--- src/rtl/z80_alu16_seq_pkg.sv ---
// z80_alu16_seq_pkg: mode codes, F-register bit indices and FSM states shared by the sequential 16-bit ALU
package z80_alu16_seq_pkg;
    typedef enum logic [1:0] {
        ALU16_ADD = 2'b00,
        ALU16_ADC = 2'b01,
        ALU16_SBC = 2'b10,
        ALU16_SUB = 2'b11
    } alu16_mode_e;
    typedef enum logic {IDLE = 1'b0, RUN = 1'b1} state_e;
    localparam int FLAG_C_NUM = 0;
    localparam int FLAG_N_NUM = 1;
    localparam int FLAG_V_NUM = 2;
    localparam int FLAG_3_NUM = 3;
    localparam int FLAG_H_NUM = 4;
    localparam int FLAG_5_NUM = 5;
    localparam int FLAG_Z_NUM = 6;
    localparam int FLAG_S_NUM = 7;
endpackage

--- src/rtl/z80_alu16_seq_if.sv ---
// z80_alu16_seq_if: start/done request bus between the execute sequencer (master) and the ALU (slave)
interface z80_alu16_seq_if
    import z80_alu16_seq_pkg::*;
#(parameter int WIDTH = 16);
    logic             start;
    alu16_mode_e      mode;
    logic [WIDTH-1:0] a;
    logic [WIDTH-1:0] b;
    logic [7:0]       f_in;
    logic             busy;
    logic             done;
    logic [WIDTH-1:0] result;
    logic [7:0]       f_out;
    modport master (output start, mode, a, b, f_in, input busy, done, result, f_out);
    modport slave (input start, mode, a, b, f_in, output busy, done, result, f_out);
endinterface

--- src/rtl/z80_alu16_seq_slice.sv ---
// z80_alu16_seq_slice: CHUNK-bit adder returning sum, carry out and the carry into its MSB
module z80_alu16_seq_slice #(
    parameter int CHUNK = 4
) (
    input  logic [CHUNK-1:0] a_i,
    input  logic [CHUNK-1:0] b_i,
    input  logic             c_i,
    output logic [CHUNK-1:0] sum_o,
    output logic             c_o,
    output logic             c_msb_o
);
    always_comb begin
        {c_o, sum_o} = {1'b0, a_i} + {1'b0, b_i} + {{CHUNK{1'b0}}, c_i};
        c_msb_o = sum_o[CHUNK-1] ^ a_i[CHUNK-1] ^ b_i[CHUNK-1];
    end
endmodule

--- src/rtl/z80_alu16_seq.sv ---
// z80_alu16_seq: multi-cycle ADD/ADC/SBC/SUB on WIDTH-bit operands, CHUNK bits per clock LSB first,
// producing the result and the full Z80 F register.
module z80_alu16_seq
    import z80_alu16_seq_pkg::*;
#(
    parameter int WIDTH    = 16,
    parameter int CHUNK    = 4,
    parameter int UNDOC_XY = 0
) (
    input logic            clk,
    input logic            reset_n,
    z80_alu16_seq_if.slave bus
);
    localparam int N      = WIDTH / CHUNK;
    localparam int CW     = (N > 1) ? $clog2(N) : 1;
    localparam int HC_IDX = (WIDTH - 4) / CHUNK - 1;
    state_e           state_q;
    alu16_mode_e      mode_q;
    logic [CW-1:0]    cnt_q;
    logic [WIDTH-1:0] a_q, b_q, result_q, result_d;
    logic [7:0]       fin_q, f_q, f_d;
    logic             carry_q, zacc_q, hc_q, busy_q, done_q;
    logic [CHUNK-1:0] sum;
    logic             co, c_msb, zacc_d, sub, last;
    // a_q/b_q shift right each cycle so the active slice is always in the low bits
    z80_alu16_seq_slice #(.CHUNK(CHUNK)) u_slice (
        .a_i     (a_q[CHUNK-1:0]),
        .b_i     (b_q[CHUNK-1:0]),
        .c_i     (carry_q),
        .sum_o   (sum),
        .c_o     (co),
        .c_msb_o (c_msb)
    );
    always_comb begin
        sub = mode_q[1];
        last = cnt_q == CW'(N - 1);
        result_d = {sum, result_q[WIDTH-1:CHUNK]};
        zacc_d = zacc_q & (sum == '0);
        f_d = fin_q;
        f_d[FLAG_C_NUM] = sub ? ~co : co;
        f_d[FLAG_N_NUM] = sub;
        f_d[FLAG_H_NUM] = sub ? ~hc_q : hc_q;
        f_d[FLAG_V_NUM] = (mode_q == ALU16_ADD) ? fin_q[FLAG_V_NUM] : c_msb ^ co;
        f_d[FLAG_S_NUM] = (mode_q == ALU16_ADD) ? fin_q[FLAG_S_NUM] : result_d[WIDTH-1];
        f_d[FLAG_Z_NUM] = (mode_q == ALU16_ADD) ? fin_q[FLAG_Z_NUM] : zacc_d;
        f_d[FLAG_5_NUM] = (UNDOC_XY != 0) ? result_d[WIDTH-3] : fin_q[FLAG_5_NUM];
        f_d[FLAG_3_NUM] = (UNDOC_XY != 0) ? result_d[WIDTH-5] : fin_q[FLAG_3_NUM];
    end
    always_ff @(posedge clk) begin
        if (!reset_n) begin
            state_q  <= IDLE;
            mode_q   <= ALU16_ADD;
            cnt_q    <= '0;
            a_q      <= '0;
            b_q      <= '0;
            result_q <= '0;
            fin_q    <= '0;
            f_q      <= '0;
            carry_q  <= 1'b0;
            zacc_q   <= 1'b0;
            hc_q     <= 1'b0;
            busy_q   <= 1'b0;
            done_q   <= 1'b0;
        end else begin
            done_q <= 1'b0;
            if (state_q == IDLE) begin
                if (bus.start) begin
                    state_q <= RUN;
                    busy_q  <= 1'b1;
                    cnt_q   <= '0;
                    mode_q  <= bus.mode;
                    a_q     <= bus.a;
                    b_q     <= bus.mode[1] ? ~bus.b : bus.b;
                    fin_q   <= bus.f_in;
                    zacc_q  <= 1'b1;
                    carry_q <= (bus.mode == ALU16_ADC) ? bus.f_in[FLAG_C_NUM] :
                               (bus.mode == ALU16_SBC) ? ~bus.f_in[FLAG_C_NUM] :
                               (bus.mode == ALU16_SUB);
                end
            end else begin
                a_q      <= a_q >> CHUNK;
                b_q      <= b_q >> CHUNK;
                result_q <= result_d;
                carry_q  <= co;
                zacc_q   <= zacc_d;
                cnt_q    <= cnt_q + 1'b1;
                if (cnt_q == CW'(HC_IDX)) hc_q <= co;
                if (last) begin
                    state_q <= IDLE;
                    busy_q  <= 1'b0;
                    done_q  <= 1'b1;
                    f_q     <= f_d;
                end
            end
        end
    end
    assign bus.busy   = busy_q;
    assign bus.done   = done_q;
    assign bus.result = result_q;
    assign bus.f_out  = f_q;
endmodule

--- src/flat_wrapper.sv ---
// flat-port wrapper written by rule: the top's interface ports become plain ports
module z80_alu16_seq_flat import z80_alu16_seq_pkg::*;
#(
    parameter int WIDTH    = 16,
    parameter int CHUNK    = 4,
    parameter int UNDOC_XY = 0
)
  (clk, reset_n, bus_start, bus_mode, bus_a, bus_b, bus_f_in, bus_busy, bus_done, bus_result, bus_f_out);
  z80_alu16_seq_if #(.WIDTH(WIDTH)) bus_i ();
  input logic clk;
  input logic reset_n;
  input wire logic [$bits(bus_i.start)-1:0] bus_start;
  input wire logic [$bits(bus_i.mode)-1:0] bus_mode;
  input wire logic [$bits(bus_i.a)-1:0] bus_a;
  input wire logic [$bits(bus_i.b)-1:0] bus_b;
  input wire logic [$bits(bus_i.f_in)-1:0] bus_f_in;
  output wire logic [$bits(bus_i.busy)-1:0] bus_busy;
  output wire logic [$bits(bus_i.done)-1:0] bus_done;
  output wire logic [$bits(bus_i.result)-1:0] bus_result;
  output wire logic [$bits(bus_i.f_out)-1:0] bus_f_out;
  assign bus_i.start = bus_start;
  assign bus_i.mode = bus_mode;
  assign bus_i.a = bus_a;
  assign bus_i.b = bus_b;
  assign bus_i.f_in = bus_f_in;
  assign bus_busy = bus_i.busy;
  assign bus_done = bus_i.done;
  assign bus_result = bus_i.result;
  assign bus_f_out = bus_i.f_out;
  z80_alu16_seq #(.WIDTH(WIDTH), .CHUNK(CHUNK), .UNDOC_XY(UNDOC_XY)) u_core (.clk(clk), .reset_n(reset_n), .bus(bus_i));
endmodule
--- config.mk ---
export PLATFORM = sky130hd
export DESIGN_NAME = z80_alu16_seq_flat
export DESIGN_NICKNAME = d
export VERILOG_FILES = /design/src/rtl/z80_alu16_seq_pkg.sv /design/src/rtl/z80_alu16_seq_if.sv /design/src/rtl/z80_alu16_seq_slice.sv /design/src/rtl/z80_alu16_seq.sv /design/src/flat_wrapper.sv
export SDC_FILE = /design/constraint.sdc
export NUM_CORES = 1
export LEC_CHECK = 0
export CAP_MARGIN = 20
export CORE_ASPECT_RATIO = 0.7
export CORE_MARGIN = 2
export CORE_UTILIZATION = 45
export DETAILED_ROUTE_END_ITERATION = 8
export HOLD_SLACK_MARGIN = 0.12
export PLACE_DENSITY = 0.84
export SLEW_MARGIN = 40
export SYNTH_ARGS = -nofsm -noshare
export SYNTH_HDL_FRONTEND = slang
export SYNTH_HIERARCHICAL = 1
export SYNTH_SLANG_ARGS = --single-unit
--- constraint.sdc ---
create_clock -name clk -period 4.7 [get_ports clk]
set_input_delay 0.47 -clock clk [delete_from_list [all_inputs] [get_ports clk]]
set_output_delay 0.47 -clock clk [all_outputs]
set_load 0.05 [all_outputs]
==> results by group <==
Global routing
  • Gr ovfl total: 0
  • Largest net degree at the start of global routing: 55
  • First-pass GRT wire length: 10.86 mm
  • Total Routing Usage GR: 17.20%
  • Initial antenna violation count: 0
  • Number of global-route vias before repair: 2384

Timing
  • Relative slew slack: 47.87%
  • Slew @ Worst Pin: 0.7803 ns
  • Min Tclk post-route: 2.032 ns
  • Worst hold margin: 0.4577 ns
  • Period utilization: 43.22%
  • Final hold violations: 0
  • Unrepaired setup endpoints after global routing: no
  • Setup TNS: 0 ns
  • Achievable Freq: 492.2 MHz
  • Finish-stage setup viols: 0
  • Clock Skew: 0.004401 ns
  • Slew Limit Fails: 0

Setup path
  • R2r endpoint: u_core/bus.f_out[2]$_SDFFE_PN0P_
  • Slowest-stage cell, CP: fa_1
  • Crit start category: flop
  • Max stage delay on crit path: 0.47 ns
  • Reg2reg path depth: 9
  • Worst Path Required: 4.93 ns
  • Most common cell on crit path: fa_1
  • Crit-path max FO: 4
  • CP endpoint kind: flop
  • R2R Setup Slk: 2.67 ns
  • CP Cell Sequence: fa_1, inv_1, fa_1, nor2b_1, o21ai_0, nand2b_1, xor2_1, o211ai_1, nand2_1
  • Critical path class: flop to flop
  • Worst r2r src: u_core/a_q[0]$_SDFFE_PN0P_
  • Crit path arrival time: 2.26 ns

Die
  • Initial Utilization: 46.00%
  • Rows: 26
  • Die height: 75.89 um
  • Core footprint: 7222 sq um
  • Die area: 8096 sq um
  • Boundary Pins: 71
  • Die Width: 106.7 um

Clock tree
  • Cts bufs inserted: 9
  • # resized after CTS: 0
  • TritonCTS clock tree: done
  • CTS clk-pin slew, worst paths: 0.07 ns
  • Worst-Skew Late Latency: 0.34 ns
  • Bufs on Longest Clock Path: 2
  • Clock Tree Root: clkbuf_8
  • Hold-fix buffers, CTS: 0
  • Clock sinks: 71
  • Postcts setup bufs: 0
  • H-tree depth: 3

Synth
  • Area leader, netlist: dfxtp_1
  • Yosys cell types: 39
  • Avg Inst Size Synth: 9.828 sq um
  • Syn Inst Count: 338
  • Syn_nets: 390
  • Ys flop type: dfxtp_1
  • Post-synth ARST share: 0%
  • Top cells by area, synth: dfxtp_1 43%, mux2i_1 13%, xnor2_1 6.1%, nor2b_1 5.6%, a31o_1 3.4%
  • YS warnings: 6
  • Synth Register Bits: 71
  • Mapped Area: 3322 sq um
  • EDFF count, synth: 0
  • Post-synth top area share: 42.79%
  • Seq/Total Area, Yosys: 42.79%

Place
  • Routability cong.: 0.7523
  • PortBufs: 68
  • Dpl cell area: 3964 sq um
  • HPWL Detailed: 4.618 mm

Final layout
  • NumNets Final: 446
  • Final-layout fill cell count: 654
  • Final instance area: 4185 sq um
  • Synth-to-layout area growth: 25.99%
  • Share of cells above drive strength 1: 7.268%
  • Antenna diodes: 0

Detailed routing
  • Via density: 4.978
  • DRC: 0
  • Routed Antenna Nets: 0
  • DR iter-0 viols: 89
  • First-pass iteration count of the detailed router: 4
  • DRT Wirelength: 6.666 mm
  • Via count: 2474
  • WL/cell: 13.41 um

Worst hold path
  • Min-Delay Path Class: flop to flop
  • HP Start: u_core/fin_q[3]$_SDFFE_PN0P_
  • Hold endpoint: u_core/bus.f_out[3]$_SDFFE_PN0P_
  • Hold Path Cell Cnt: 2

Power
  • P_int: 1.054 mW
  • Reg power frac: 46.7%
  • Clock network power share: 37.7%
  • Sw Share: 24.93%
  • PwrDens: 335.6 nW/um^2
  • P_sw: 0.3501 mW
  • Gate power share: 15.6%
  • Worst VDD drop: 154.3 uV
  • Leakage: 1.622 nW

Job
  • Max-Cap Viols: 0

Outcome
  • Status: completed
worst max-delay path by stage:
| stage | slack [ns] | end | startpoint | cells past startpoint |
|---|---|---|---|---|
| 6_report | 2.67 | u_core/bus.f_out[2]$_SDFFE_PN0P_ | u_core/a_q[0]$_SDFFE_PN0P_ | 9 |
| 3_5_place_dp | 2.45 | u_core/fin_q[5]$_SDFFE_PN0P_ | bus_start | 5 |
| 3_3_place_gp | 2.43 | u_core/b_q[9]$_SDFFE_PN0P_ | bus_mode[1] | 4 |
| 4_1_cts | 2.66 | bus_result[13] | u_core/bus.result[13]$_SDFFE_PN0P_ | 1 |
| 2_1_floorplan | 2.91 | u_core/bus.f_out[2]$_SDFFE_PN0P_ | u_core/a_q[0]$_SDFFE_PN0P_ | 9 |
| 5_1_grt | 2.55 | u_core/bus.f_out[2]$_SDFFE_PN0P_ | u_core/a_q[0]$_SDFFE_PN0P_ | 9 |
routing by layer:
| metal | track usage (%) | vias to the layer above | wire, um |
|---|---|---|---|
| li1 | - | 1257 | - |
| met1 | 21.19 | 1152 | 3305 |
| met2 | 29.65 | 59 | 3003 |
| met3 | 5.047 | 6 | 291 |
| met4 | 5.483 | 0 | 65 |
| met5 | 0 | - | 0 |
flip-flops by register name, summed over array words and instances (netlist names):
register,count
u_core/hc_q,1
u_core/bus.busy,1
u_core/zacc_q,1
u_core/bus.result,16
u_core/fin_q,5
u_core/bus.done,1
u_core/mode_q,2
u_core/state_q,1
u_core/b_q,16
u_core/bus.f_out,8
u_core/a_q,16
u_core/cnt_q,2
u_core/carry_q,1
per-stage QoR:
stage               std cells  power [mW]  utilization [%]  setup slack, ns
floorplan                 338      0.8237                -            2.912
CTS                       497       1.419            57.95            2.657
finish                    497       1.404            57.95            2.668
global route              497       1.469            57.95            2.547
global placement          481      0.8834            54.96            2.431
detailed placement        481      0.8894            54.89            2.455
cells by family (layout without fill, tap and decap cells):
family	after synthesis	in the layout	share of synthesized area [%]
AOI/OAI and AO/OA	60	60	13.64
xor gates and xnor gates	24	24	6.328
adders and majority gates	7	7	3.089
buffers and inverters	32	93	5.800
DFF	71	71	42.79
muxes	42	42	12.66
and+or+nand+nor	102	102	15.71
cells in the mapped netlist, types with 8 or more instances:
cell type / number
nor2b_1: 30
buf_2: 9
and2_1: 14
a31o_1: 13
mux2i_1: 42
dfxtp_1: 71
o21ai_1: 12
a211oi_1: 13
nand2_1: 24
nor2_1: 25
xnor2_1: 23
buf_4: 8
power by group through the flow:
stage | clock network, mW | logic [mW] | registers [mW]
6_report | 0.530 | 0.219 | 0.656
5_1_grt | 0.570 | 0.240 | 0.660
4_1_cts | 0.543 | 0.221 | 0.656
3_5_place_dp | 0 | 0.219 | 0.670
3_3_place_gp | 0 | 0.215 | 0.669
2_1_floorplan | 0 | 0.145 | 0.678
critical path, delay by kind of cell (launching register included):
kind,cells,cell delay [ns]
AND/OR/NAND/NOR,3,0.29
flip-flops,1,0.36
adder cells (fa/ha/maj),2,0.68
buffers and inverters,1,0.08
XOR/XNOR,1,0.21
AO/OA/AOI/OAI,2,0.32
layout make-up:
type	count	area (sq um)	share of cell area (%)
tap	98	122.6	2.930
multi-input combinational	235	1708	40.81
sequential	71	1423	33.99
inverter	6	22.52	0.5381
timing repair buffer	71	688.2	16.44
clock buffer	10	137.6	3.288
clock inverter	6	83.83	2.003
cell usage in the layout, fill, tap and decap left out, types with 2 or more instances in the layout:
cell type	synthesis	final
nand3_1	2	2
mux2i_1	42	42
a211oi_1	13	13
o21ai_1	12	12
o211a_1	2	2
a21oi_1	4	4
buf_4	8	3
inv_1	6	6
clkbuf_8	0	10
nand2_1	24	24
clkinv_2	0	3
ha_1	5	5
and2_1	14	14
xnor2_1	23	23
nor2_1	25	25
dfxtp_1	71	70
a31o_1	13	13
o21ai_0	3	3
buf_2	9	3
a21boi_1	3	3
a211oi_2	4	4
fa_1	2	2
bufinv_16	0	2
clkdlybuf4s50_1	0	65
nor2b_1	30	30
No activity file was read; power rests on OpenSTA's default activity.
